File: config.mk
export PLATFORM = sky130hd
export DESIGN_NAME = master_out_port_flat
export DESIGN_NICKNAME = d
export VERILOG_FILES = /design/src/rtl/master_out_port_if.sv /design/src/rtl/master_out_port.sv /design/src/flat_wrapper.sv
export SDC_FILE = /design/constraint.sdc
export NUM_CORES = 1
export LEC_CHECK = 0
export BUFFER_PORTS_ARGS = -buffer_cell sky130_fd_sc_hd__buf_2
export CELL_PAD_IN_SITES_DETAIL_PLACEMENT = 0
export CELL_PAD_IN_SITES_GLOBAL_PLACEMENT = 1
export CORE_ASPECT_RATIO = 0.6
export CORE_MARGIN = 4
export CORE_UTILIZATION = 35
export DETAILED_ROUTE_END_ITERATION = 12
export PLACE_DENSITY = 0.71
export SYNTH_ARGS = -nofsm -noshare
export SYNTH_HDL_FRONTEND = slang
export SYNTH_SLANG_ARGS = --single-unit
File: constraint.sdc
create_clock -name clk -period 3.29 [get_ports clk]
set_input_delay 0.658 -clock clk [delete_from_list [all_inputs] [get_ports clk]]
set_output_delay 0.658 -clock clk [all_outputs]
set_load 0.005 [all_outputs]
File: src/rtl/master_out_port_if.sv
// rtl/master_out_port_if.sv - serial bus handshake and lane signals between master and slave ports
interface master_out_port_if;
    logic master_valid;
    logic slave_ready;
    logic tx_address;
    logic tx_data;

    modport master (
        output master_valid,
        output tx_address,
        output tx_data,
        input  slave_ready
    );

    modport slave (
        input  master_valid,
        input  tx_address,
        input  tx_data,
        output slave_ready
    );
endinterface

File: src/rtl/master_out_port.sv
// rtl/master_out_port.sv - master-side serial transmit port: request, handshake, LSB-first shift-out
module master_out_port #(
    parameter int ADDR_WIDTH = 12,
    parameter int DATA_WIDTH = 8,
    parameter int TIMEOUT    = 15
) (
    input  logic                  clk,
    input  logic                  reset,
    input  logic                  start,
    input  logic [ADDR_WIDTH-1:0] address_in,
    input  logic [DATA_WIDTH-1:0] data_in,
    master_out_port_if.master     bus,
    output logic                  busy,
    output logic                  tx_done,
    output logic                  timeout
);

    localparam int              CW         = (ADDR_WIDTH > 1) ? $clog2(ADDR_WIDTH) : 1;
    localparam logic [CW-1:0]   LAST_BIT   = CW'(ADDR_WIDTH - 1);
    // Timer counts completed REQ cycles without a handshake.
    localparam logic [7:0]      TIMER_LAST = 8'(TIMEOUT - 1);

    typedef enum logic [1:0] {
        IDLE = 2'd0,
        REQ  = 2'd1,
        TX   = 2'd2
    } state_t;

    state_t                state_q, state_d;
    logic [ADDR_WIDTH-1:0] addr_sr_q, addr_sr_d;
    logic [DATA_WIDTH-1:0] data_sr_q, data_sr_d;
    logic [7:0]            timer_q, timer_d;
    logic [CW-1:0]         cnt_q, cnt_d;
    logic                  master_valid_q, master_valid_d;
    logic                  tx_address_q, tx_address_d;
    logic                  tx_data_q, tx_data_d;
    logic                  busy_q, busy_d;
    logic                  tx_done_q, tx_done_d;
    logic                  timeout_q, timeout_d;

    logic timer_expired;
    logic last_bit;

    assign timer_expired = (timer_q == TIMER_LAST);
    assign last_bit      = (cnt_q == LAST_BIT);

    // State register; reset forces IDLE at once, aborting any transfer.
    always_ff @(posedge clk or negedge reset) begin
        if (!reset) begin
            state_q <= IDLE;
        end else begin
            state_q <= state_d;
        end
    end

    // Next-state: handshake takes priority over the timeout in the last allowed cycle.
    always_comb begin
        state_d = state_q;
        case (state_q)
            IDLE:    if (start) state_d = REQ;
            REQ: begin
                if (bus.slave_ready)    state_d = TX;
                else if (timer_expired) state_d = IDLE;
            end
            TX:      if (last_bit) state_d = IDLE;
            default: state_d = IDLE;
        endcase
    end

    // Next values of the datapath and registered outputs; shift registers present bit 0 on the lanes.
    always_comb begin
        addr_sr_d      = addr_sr_q;
        data_sr_d      = data_sr_q;
        timer_d        = timer_q;
        cnt_d          = cnt_q;
        master_valid_d = 1'b0;
        tx_address_d   = 1'b0;
        tx_data_d      = 1'b0;
        busy_d         = 1'b0;
        tx_done_d      = 1'b0;
        timeout_d      = 1'b0;
        case (state_q)
            IDLE: begin
                if (start) begin
                    addr_sr_d      = address_in;
                    data_sr_d      = data_in;
                    timer_d        = 8'd0;
                    master_valid_d = 1'b1;
                    busy_d         = 1'b1;
                end
            end
            REQ: begin
                if (bus.slave_ready) begin
                    busy_d       = 1'b1;
                    cnt_d        = '0;
                    tx_address_d = addr_sr_q[0];
                    tx_data_d    = data_sr_q[0];
                    addr_sr_d    = addr_sr_q >> 1;
                    data_sr_d    = data_sr_q >> 1;
                end else if (timer_expired) begin
                    timeout_d = 1'b1;
                end else begin
                    busy_d         = 1'b1;
                    master_valid_d = 1'b1;
                    timer_d        = timer_q + 8'd1;
                end
            end
            TX: begin
                if (last_bit) begin
                    tx_done_d = 1'b1;
                end else begin
                    busy_d       = 1'b1;
                    cnt_d        = cnt_q + 1'b1;
                    // Data register fills with zeros, so the data lane idles low past DATA_WIDTH bits.
                    tx_address_d = addr_sr_q[0];
                    tx_data_d    = data_sr_q[0];
                    addr_sr_d    = addr_sr_q >> 1;
                    data_sr_d    = data_sr_q >> 1;
                end
            end
            default: ;
        endcase
    end

    // Datapath and output registers, all cleared asynchronously by reset.
    always_ff @(posedge clk or negedge reset) begin
        if (!reset) begin
            addr_sr_q      <= '0;
            data_sr_q      <= '0;
            timer_q        <= 8'd0;
            cnt_q          <= '0;
            master_valid_q <= 1'b0;
            tx_address_q   <= 1'b0;
            tx_data_q      <= 1'b0;
            busy_q         <= 1'b0;
            tx_done_q      <= 1'b0;
            timeout_q      <= 1'b0;
        end else begin
            addr_sr_q      <= addr_sr_d;
            data_sr_q      <= data_sr_d;
            timer_q        <= timer_d;
            cnt_q          <= cnt_d;
            master_valid_q <= master_valid_d;
            tx_address_q   <= tx_address_d;
            tx_data_q      <= tx_data_d;
            busy_q         <= busy_d;
            tx_done_q      <= tx_done_d;
            timeout_q      <= timeout_d;
        end
    end

    assign bus.master_valid = master_valid_q;
    assign bus.tx_address   = tx_address_q;
    assign bus.tx_data      = tx_data_q;
    assign busy             = busy_q;
    assign tx_done          = tx_done_q;
    assign timeout          = timeout_q;

endmodule

File: src/flat_wrapper.sv
// flat-port wrapper written by rule: the top's interface ports become plain ports
module master_out_port_flat 
#(
    parameter int ADDR_WIDTH = 12,
    parameter int DATA_WIDTH = 8,
    parameter int TIMEOUT    = 15
)
  (clk, reset, start, address_in, data_in, busy, tx_done, timeout, bus_master_valid, bus_tx_address, bus_tx_data, bus_slave_ready);
  master_out_port_if bus_i ();
  input  logic clk;
  input  logic reset;
  input  logic start;
  input  logic [ADDR_WIDTH-1:0] address_in;
  input  logic [DATA_WIDTH-1:0] data_in;
  output logic busy;
  output logic tx_done;
  output logic timeout;
  output wire logic [$bits(bus_i.master_valid)-1:0] bus_master_valid;
  output wire logic [$bits(bus_i.tx_address)-1:0] bus_tx_address;
  output wire logic [$bits(bus_i.tx_data)-1:0] bus_tx_data;
  input wire logic [$bits(bus_i.slave_ready)-1:0] bus_slave_ready;
  assign bus_master_valid = bus_i.master_valid;
  assign bus_tx_address = bus_i.tx_address;
  assign bus_tx_data = bus_i.tx_data;
  assign bus_i.slave_ready = bus_slave_ready;
  master_out_port #(.ADDR_WIDTH(ADDR_WIDTH), .DATA_WIDTH(DATA_WIDTH), .TIMEOUT(TIMEOUT)) u_core (.clk(clk), .reset(reset), .start(start), .address_in(address_in), .data_in(data_in), .bus(bus_i), .busy(busy), .tx_done(tx_done), .timeout(timeout));
endmodule
# Word-level counts from Yosys, hierarchy flattened
# Cells that the tools add are included.
dict set report totals {
  regBits 40
  in_bits 24
  out_inout_bits 6
}
dict set report classes {
  add_sub_neg 2
  eq_ne 11
  mux 38
  n_reduce_logical 8
}
# op n
set ops {}
lappend ops {{$mux W8} 6}
lappend ops {{$mux W12} 3}
lappend ops {{$pmux W12 S3} 1}
lappend ops {{$pmux W8 S3} 1}
lappend ops {{$pmux W8 S2} 1}
lappend ops {{$mux W1} 14}
lappend ops {{$ne A2 B2 Y1 const B} 5}
lappend ops {{$add A8 B1 Y8 const B} 1}
lappend ops {{$eq A8 B4 Y1 const B} 1}
lappend ops {{$mux W2} 4}
lappend ops {{$mux W4} 2}
lappend ops {{$pmux W4 S2} 1}
lappend ops {{$reduce_and A4 Y1} 2}
lappend ops {{$pmux W1 S2} 3}
lappend ops {{$pmux W2 S3} 1}
lappend ops {{$reduce_and A3 Y1} 2}
lappend ops {{$add A4 B1 Y4 const B} 1}
lappend ops {{$eq A4 B4 Y1 const B} 1}
lappend ops {{$reduce_bool A2 Y1} 2}
lappend ops {{$ne A3 B2 Y1 const B} 1}
lappend ops {{$pmux W1 S3} 1}
lappend ops {{$reduce_bool A3 Y1} 1}
lappend ops {{$eq A2 B1 Y1 const B} 1}
lappend ops {{$eq A2 B2 Y1 const B} 1}
lappend ops {{other kinds (2)} 2}

# Depth between registers and ports, before layout
# Gate-level depths: netlist (run 1).
dict set report depth {
  ltp_word 4
  ltp_mapped 8
  ltp_nobuf 6
}

# Worst setup path before layout (run 1)
# OpenSTA, ideal clock, no wires.
dict set report synth_path {
  kind {register -> register}
  startpoint {register u_core.state_q[0]}
  endpoint {register u_core.addr_sr_q[4]}
  setup_time_ps 123
  arrival_ps 1668
  required_time_ps 3167
  setup_slack_ps 1499
  path_stages_with_launch 7
  path_buffers 2
  cell_sequence {dfrtp_1 > inv_1 > ha_1 > clkbuf_1 > clkbuf_1 > mux2i_1 > a21oi_2}
}
dict set report synth_via {
  elab_chain_len 3
  elab_cells_between_ends 9
  classes_between {eq/ne (5); mux (1); reduce/logical (3)}
}
# item line
set synth_rtl {}
lappend synth_rtl {{start, declared} master_out_port.sv:29} ;# state_t state_q, state_d;
lappend synth_rtl {{start signal, assigned} master_out_port.sv:52} ;# state_q <= state_d;
lappend synth_rtl {{$eq A2 B2 Y1, or another cell as far along} master_out_port.sv:82} ;# case (state_q)
lappend synth_rtl {{$ne A2 B2 Y1 (no line) or $reduce_bool A3 Y1 (tied branches)} -}
lappend synth_rtl {{$reduce_and A4 Y1 (no line)} -}
lappend synth_rtl {{end signal, assigned} master_out_port.sv:139} ;# addr_sr_q <= addr_sr_d;
lappend synth_rtl {{end, declared} master_out_port.sv:30} ;# logic [ADDR_WIDTH-1:0] addr_sr_q, addr_sr_d;
# Parallel ways exist; a longest one is shown, timed or not.
# A chain may end at the register's enable or synchronous reset.

# Worst setup path in the final report (run 1)
dict set report layout_path {
  startpoint {register u_core.state_q[1]}
  endpoint {register u_core.timer_q[5]}
}
dict set report layout_via {
  elab_chain_len 3
  elab_cells_between_ends 8
  classes_between {eq/ne (4); mux (1); reduce/logical (3)}
}
# item line
set layout_rtl {}
lappend layout_rtl {{$eq A2 B1 Y1 or $logic_not A2 Y1 (tied branches)} master_out_port.sv:82}
lappend layout_rtl {{$ne A2 B2 Y1 (no line) or $reduce_bool A2 Y1 (tied branches)} -}
lappend layout_rtl {{$reduce_and A4 Y1 (no line)} -}
lappend layout_rtl {{end signal, assigned} master_out_port.sv:141} ;# timer_q <= timer_d;
lappend layout_rtl {{end, declared} master_out_port.sv:32} ;# logic [7:0] timer_q, timer_d;
# Parallel ways exist; a longest one is shown, timed or not.

==> results of run 1 <==
-- report_power, final --
| part | switching [mW] | internal, mW |
|---|---|---|
| clock network | 0.168 | 0.225 |
| logic | 0.724 | 0.495 |
| registers | 0.113 | 0.681 |
-- routing by layer --
metal	part of all wire	routed length, um	global-route usage	vias up
li1	-	-	-	825
met5	0	0	0	-
met1	0.56	2450	0.194	748
met4	0.0030	13	0.0205	0
met2	0.38	1630	0.143	39
met3	0.057	247	0.0357	2
-- cell families after synthesis --
family | Yosys count
buffers and inverters | 21
AO/OA/AOI/OAI | 50
adder cells (fa/ha/maj) | 7
AND/OR/NAND/NOR | 79
multiplexers | 23
flip-flops | 40
-- cells in the final DEF (no fill, tap or decap), types with 2 or more instances in the layout --
master and n:
or4_1 3, clkbuf_8 5, o211ai_1 2, o21ai_0 7, a21oi_2 18, a22o_1 3
nand3b_1 3, or2_2 2, buf_2 29, and3_1 4, nor2b_1 3, nand3_1 6
a21oi_1 6, buf_4 2, inv_1 9, o21ai_2 2, nand2b_1 6, dfrtp_1 40
o21ai_1 2, mux2i_1 21, a211o_1 2, nor2_1 25, a31oi_1 2, nand2_1 16
nand4_1 3, mux2_2 2, nor3_1 2, ha_1 7
-- how the worst min path moves through the flow --
| stage | end | startpoint |
|---|---|---|
| CTS | u_core.addr_sr_q[8] | reset |
| floorplan | u_core.addr_sr_q[0] | reset |
| finish | u_core.addr_sr_q[8] | reset |
| global route | u_core.addr_sr_q[4] | u_core.addr_sr_q[4] |
| global placement | u_core.data_sr_q[0] | u_core.data_sr_q[0] |
| detailed placement | u_core.data_sr_q[0] | u_core.data_sr_q[0] |
-- registers in the layout, summed over array words and instances (netlist names) --
register                 flops
u_core.timeout               1
u_core.state_q               2
u_core.data_sr_q             8
u_core.busy                  1
u_core.tx_done               1
u_core.bus.tx_data           1
u_core.cnt_q                 4
u_core.timer_q               8
u_core.addr_sr_q            12
u_core.bus.master_valid      1
u_core.bus.tx_address        1
-- area by class of cell --
| class | instances | area, um2 |
|---|---|---|
| Clock buffer | 6 | 72.6 |
| Clock inverter | 2 | 35.0 |
| Fill cell | 621 | 3600 |
| Inverter | 9 | 33.8 |
| Multi-Input combinational cell | 159 | 1100 |
| Sequential cell | 40 | 1000 |
| Tap cell | 84 | 105 |
| Timing Repair Buffer | 31 | 160 |
==> impl_metrics.env, run 1 <==
export IMPL_status="complete, no violations"
export IMPL_root_buffer="clkbuf_8"
export IMPL_viasPerCell=4.88
export IMPL_async_flop_share=1.00
export IMPL_synth_mux_area_frac=0.105
export IMPL_worstMarginPinSlew_ns=0.880
export IMPL_yosys_area_share_simple=0.180
export IMPL_synth_top_area_frac=0.452
export IMPL_crit_arrival_ns=2.57
export IMPL_synth_area_per_cell_um2=10.1
export IMPL_ys_seq_area_frac=0.452
export IMPL_final_min_clock_period_ns=2.34
export IMPL_synth_compound_area_frac=0.175
export IMPL_fin_area_mm2=0.00251
export IMPL_grt_max_degree=41
export IMPL_cts_sinks=40
export IMPL_powerDensity_mw_per_mm2=958
export IMPL_track_usage=0.117
export IMPL_routed_wl_um=4340
export IMPL_yosysTopAreaCell="dfrtp_1"
export IMPL_fin_skew_ns=0.00287
export IMPL_wl_per_cell_um=13.1
export IMPL_dp_cells=323
export IMPL_place_ws_ns=0.962
export IMPL_die_y_um=69.6
export IMPL_grt_pass1_vias=1468
export IMPL_r2r_cells=6
export IMPL_drtPass1Iterations=4
export IMPL_die_w_um=111
export IMPL_vias=1614
export IMPL_placed_cell_area_mm2=0.00240
export IMPL_startpoint="u_core.state_q[1]"
export IMPL_fin_crit_sh=0.712
export IMPL_ant_nets=0
export IMPL_synth_edf_count=0
export IMPL_ys_warn_count=0
export IMPL_htreeDepth=2
export IMPL_clk_pin_slew_ns=0.08
export IMPL_synth_top_family_by_area="simple AND/OR/NAND/NOR gates"
export IMPL_total_power_mw=2.41
export IMPL_route_detailed_drc=0
export IMPL_fin_nets=277
export IMPL_slew_viol_final=0
export IMPL_cts_buffer_depth=2
export IMPL_cts_tree="yes"
export IMPL_hold_ws_ns=0.487
export IMPL_start_kind="register"
export IMPL_max_slew_margin=0.414
export IMPL_crit_end="u_core.timer_q[5]"
export IMPL_cp_required_ns=3.51
export IMPL_worstHoldPathType="in -> async"
export IMPL_post_cts_setup_buffer_count=0
export IMPL_r2r_slack_ns=0.95
export IMPL_stdcell_count=331
export IMPL_r2r_start="u_core.state_q[1]"
export IMPL_power_leakage_nw=1.15
export IMPL_max_stage_delay_ns=0.57
export IMPL_dp_hpwl_um=3200
export IMPL_drive_above_1_share=0.259
export IMPL_rr_endpoint="u_core.timer_q[5]"
export IMPL_synthAdderAreaFrac=0.0395
export IMPL_synthTopCellsByArea="dfrtp_1 (45%), mux2i_1 (9.5%), a21oi_2 (7.1%), nor2_1 (4.2%), ha_1 (4.0%)"
export IMPL_grt_overflow=0
export IMPL_ys_flop_type="dfrtp_1"
export IMPL_rsz0062_at_grt="no"
export IMPL_synth_most_common_cell="dfrtp_1"
export IMPL_clock_latency_ns=0.28
export IMPL_setup_viol=0
export IMPL_num_antenna_cells=0
export IMPL_antenna_found_initial=0
export IMPL_hold_viol=0
export IMPL_path_cells="inv_1 -> ha_1 -> mux2i_1 -> or4_1 -> o21ai_0 -> a22o_1"
export IMPL_post_cts_resized=0
export IMPL_fmax_mhz=427
export IMPL_io_buffers=29
export IMPL_cp_buffers_inverters=1
export IMPL_crit_path_end_kind="register"
export IMPL_final_util=0.411
export IMPL_layout_setup_ws_ns=0.946
export IMPL_peakVddDrop_v=0.000389
export IMPL_grt_pass1_wl_um=7380
export IMPL_ctsHoldBuffers=0
export IMPL_rows=22
export IMPL_synth_common_cells="dfrtp_1 (40), nor2_1 (25), mux2i_1 (21)"
export IMPL_finalSetupTns_ns=0
export IMPL_synth_xor_area_frac=0
export IMPL_cpMaxStageDelayCell="or4_1"
export IMPL_synth_cells=220
export IMPL_cp_depth=6
export IMPL_ys_types=42
export IMPL_initial_core_util=0.362
export IMPL_area_growth_pct=13.4
export IMPL_cp_max_fo=18
export IMPL_cts_buffers=5
export IMPL_worstSetupPathType="reg -> reg"
export IMPL_gp_congestion=0.784
export IMPL_netlist_area_mm2=0.00221
export IMPL_core_mm2=0.00611
export IMPL_io_pins=30
export IMPL_crit_family="simple AND/OR/NAND/NOR gates"
export IMPL_ys_ff_latch=40
export IMPL_syn_nets=251
export IMPL_design_die_area_mm2=0.00771
export IMPL_first_iter_violations=70
export IMPL_cap_violations=0
No activity file was read; power rests on OpenSTA's default activity.
==> inputs of run 2 (changes only) <==
==> constraint.sdc (replaced) <==
create_clock -name clk -period 2.3 [get_ports clk]
set_input_delay 0.46 -clock clk [delete_from_list [all_inputs] [get_ports clk]]
set_output_delay 0.46 -clock clk [all_outputs]
set_load 0.005 [all_outputs]
==> impl_metrics.env, run 2 (same netlist as run 1, synthesis figures left out) <==
export IMPL_status="complete, no violations"
export IMPL_grt_pass1_wl_um=7560
export IMPL_ant_nets=0
export IMPL_r2r_slack_ns=0.35
export IMPL_fin_nets=281
export IMPL_cp_max_fo=9
export IMPL_gp_congestion=0.761
export IMPL_largest_reg_flops=12
export IMPL_cts_tree="yes"
export IMPL_rsz0062_at_grt="no"
export IMPL_total_power_mw=3.53
export IMPL_fin_skew_ns=0.00720
export IMPL_first_iter_violations=80
export IMPL_peakVddDrop_v=0.000666
export IMPL_routed_wl_um=4430
export IMPL_path_cells="inv_1 -> ha_1 -> nor2b_2 -> o21ai_1 -> or2_2 -> mux2i_1"
export IMPL_drive_above_1_share=0.271
export IMPL_die_y_um=69.6
export IMPL_worstMarginPinSlew_ns=0.615
export IMPL_reg_top3="u_core.addr_sr_q: 12 flops, u_core.data_sr_q: 8 flops, u_core.timer_q: 8 flops"
export IMPL_antenna_found_initial=0
export IMPL_max_slew_margin=0.590
export IMPL_worstSetupPathType="reg -> reg"
export IMPL_initial_core_util=0.362
export IMPL_post_cts_resized=0
export IMPL_grt_max_degree=41
export IMPL_grt_pass1_vias=1465
export IMPL_wl_per_cell_um=13.2
export IMPL_core_mm2=0.00611
export IMPL_powerDensity_mw_per_mm2=1380
export IMPL_track_usage=0.122
export IMPL_crit_path_end_kind="register"
export IMPL_start_kind="register"
export IMPL_power_leakage_nw=1.17
export IMPL_ctsHoldBuffers=0
export IMPL_dp_hpwl_um=3260
export IMPL_stdcell_count=335
export IMPL_area_growth_pct=15.4
export IMPL_hold_ws_ns=0.167
export IMPL_setup_viol=0
export IMPL_root_buffer="clkbuf_8"
export IMPL_die_w_um=111
export IMPL_hold_viol=0
export IMPL_vias=1583
export IMPL_grt_overflow=0
export IMPL_htreeDepth=2
export IMPL_post_cts_setup_buffer_count=0
export IMPL_final_common_cell="dfrtp_1"
export IMPL_dp_cells=327
export IMPL_fillCellCount=637
export IMPL_layout_setup_ws_ns=0.345
export IMPL_num_antenna_cells=0
export IMPL_drtPass1Iterations=4
export IMPL_final_util=0.418
export IMPL_viasPerCell=4.73
export IMPL_io_pins=30
export IMPL_r2r_start="u_core.state_q[1]"
export IMPL_crit_arrival_ns=2.17
export IMPL_fmax_mhz=512
export IMPL_regMostFlops="u_core.addr_sr_q"
export IMPL_worstHoldPathType="in -> async"
export IMPL_place_ws_ns=0.379
export IMPL_fin_crit_sh=0.850
export IMPL_placed_cell_area_mm2=0.00245
export IMPL_route_detailed_drc=0
export IMPL_cts_sinks=40
export IMPL_clk_pin_slew_ns=0.08
export IMPL_cpMaxStageDelayCell="dfrtp_1"
export IMPL_cap_violations=0
export IMPL_design_die_area_mm2=0.00771
export IMPL_io_buffers=29
export IMPL_max_stage_delay_ns=0.40
export IMPL_slew_viol_final=0
export IMPL_fin_area_mm2=0.00255
export IMPL_cts_buffer_depth=2
export IMPL_final_min_clock_period_ns=1.95
export IMPL_final_cell_mix="dfrtp_1 (40), buf_2 (29), nor2_1 (25)"
export IMPL_startpoint="u_core.state_q[1]"
export IMPL_finalSetupTns_ns=0
export IMPL_cp_required_ns=2.52
export IMPL_rows=22
export IMPL_cts_buffers=5
export IMPL_clock_latency_ns=0.29
-- run 2: cell types whose count changed in the layout (fill, tap and decap cells not counted) --
cell    previous run  this run
buf_12             0         1
buf_4              2         5
-- run 2: layout make-up --
type                    instances  area (um2)  area share
clock buffers                   6        72.6      0.0284
inverters                       9        33.8      0.0132
multi-input cells             159        1100       0.432
repair buffers                 35         203      0.0793
well taps                      84         105      0.0411
flip-flops and latches         40        1000       0.392
clock inverters                 2        35.0      0.0137
-- run 2: final timing paths --
check	endpoint	depth (start not counted)
worst max-delay path	u_core.timer_q[0]	6
worst min-delay path	u_core.addr_sr_q[6]	1
worst max register to register	u_core.timer_q[0]	6
worst min register to register	u_core.addr_sr_q[0]	2
max in group asynchronous	u_core.timer_q[1]	2
min in group clk	u_core.data_sr_q[7]	3
-- run 2: worst max-delay path: cells and delay by family (launching register included) --
family	cells	cell delay [ns]
flip-flops	1	0.40
buffers and inverters	1	0.10
AND/OR/NAND/NOR	2	0.67
adder cells (fa/ha/maj)	1	0.37
multiplexers	1	0.13
AO/OA/AOI/OAI	1	0.20
-- run 2: power breakdown --
part,internal [mW],switching (mW)
Clock,0.322,0.247
Sequential,0.974,0.166
Combinational,0.774,1.05
-- run 2: per-layer routing --
| metal | track usage | up-vias | part of all wire |
|---|---|---|---|
| li1 | - | 830 | - |
| met1 | 0.207 | 728 | 0.60 |
| met2 | 0.139 | 20 | 0.35 |
| met3 | 0.0349 | 5 | 0.037 |
| met4 | 0.0369 | 0 | 0.011 |
| met5 | 0 | - | 0 |
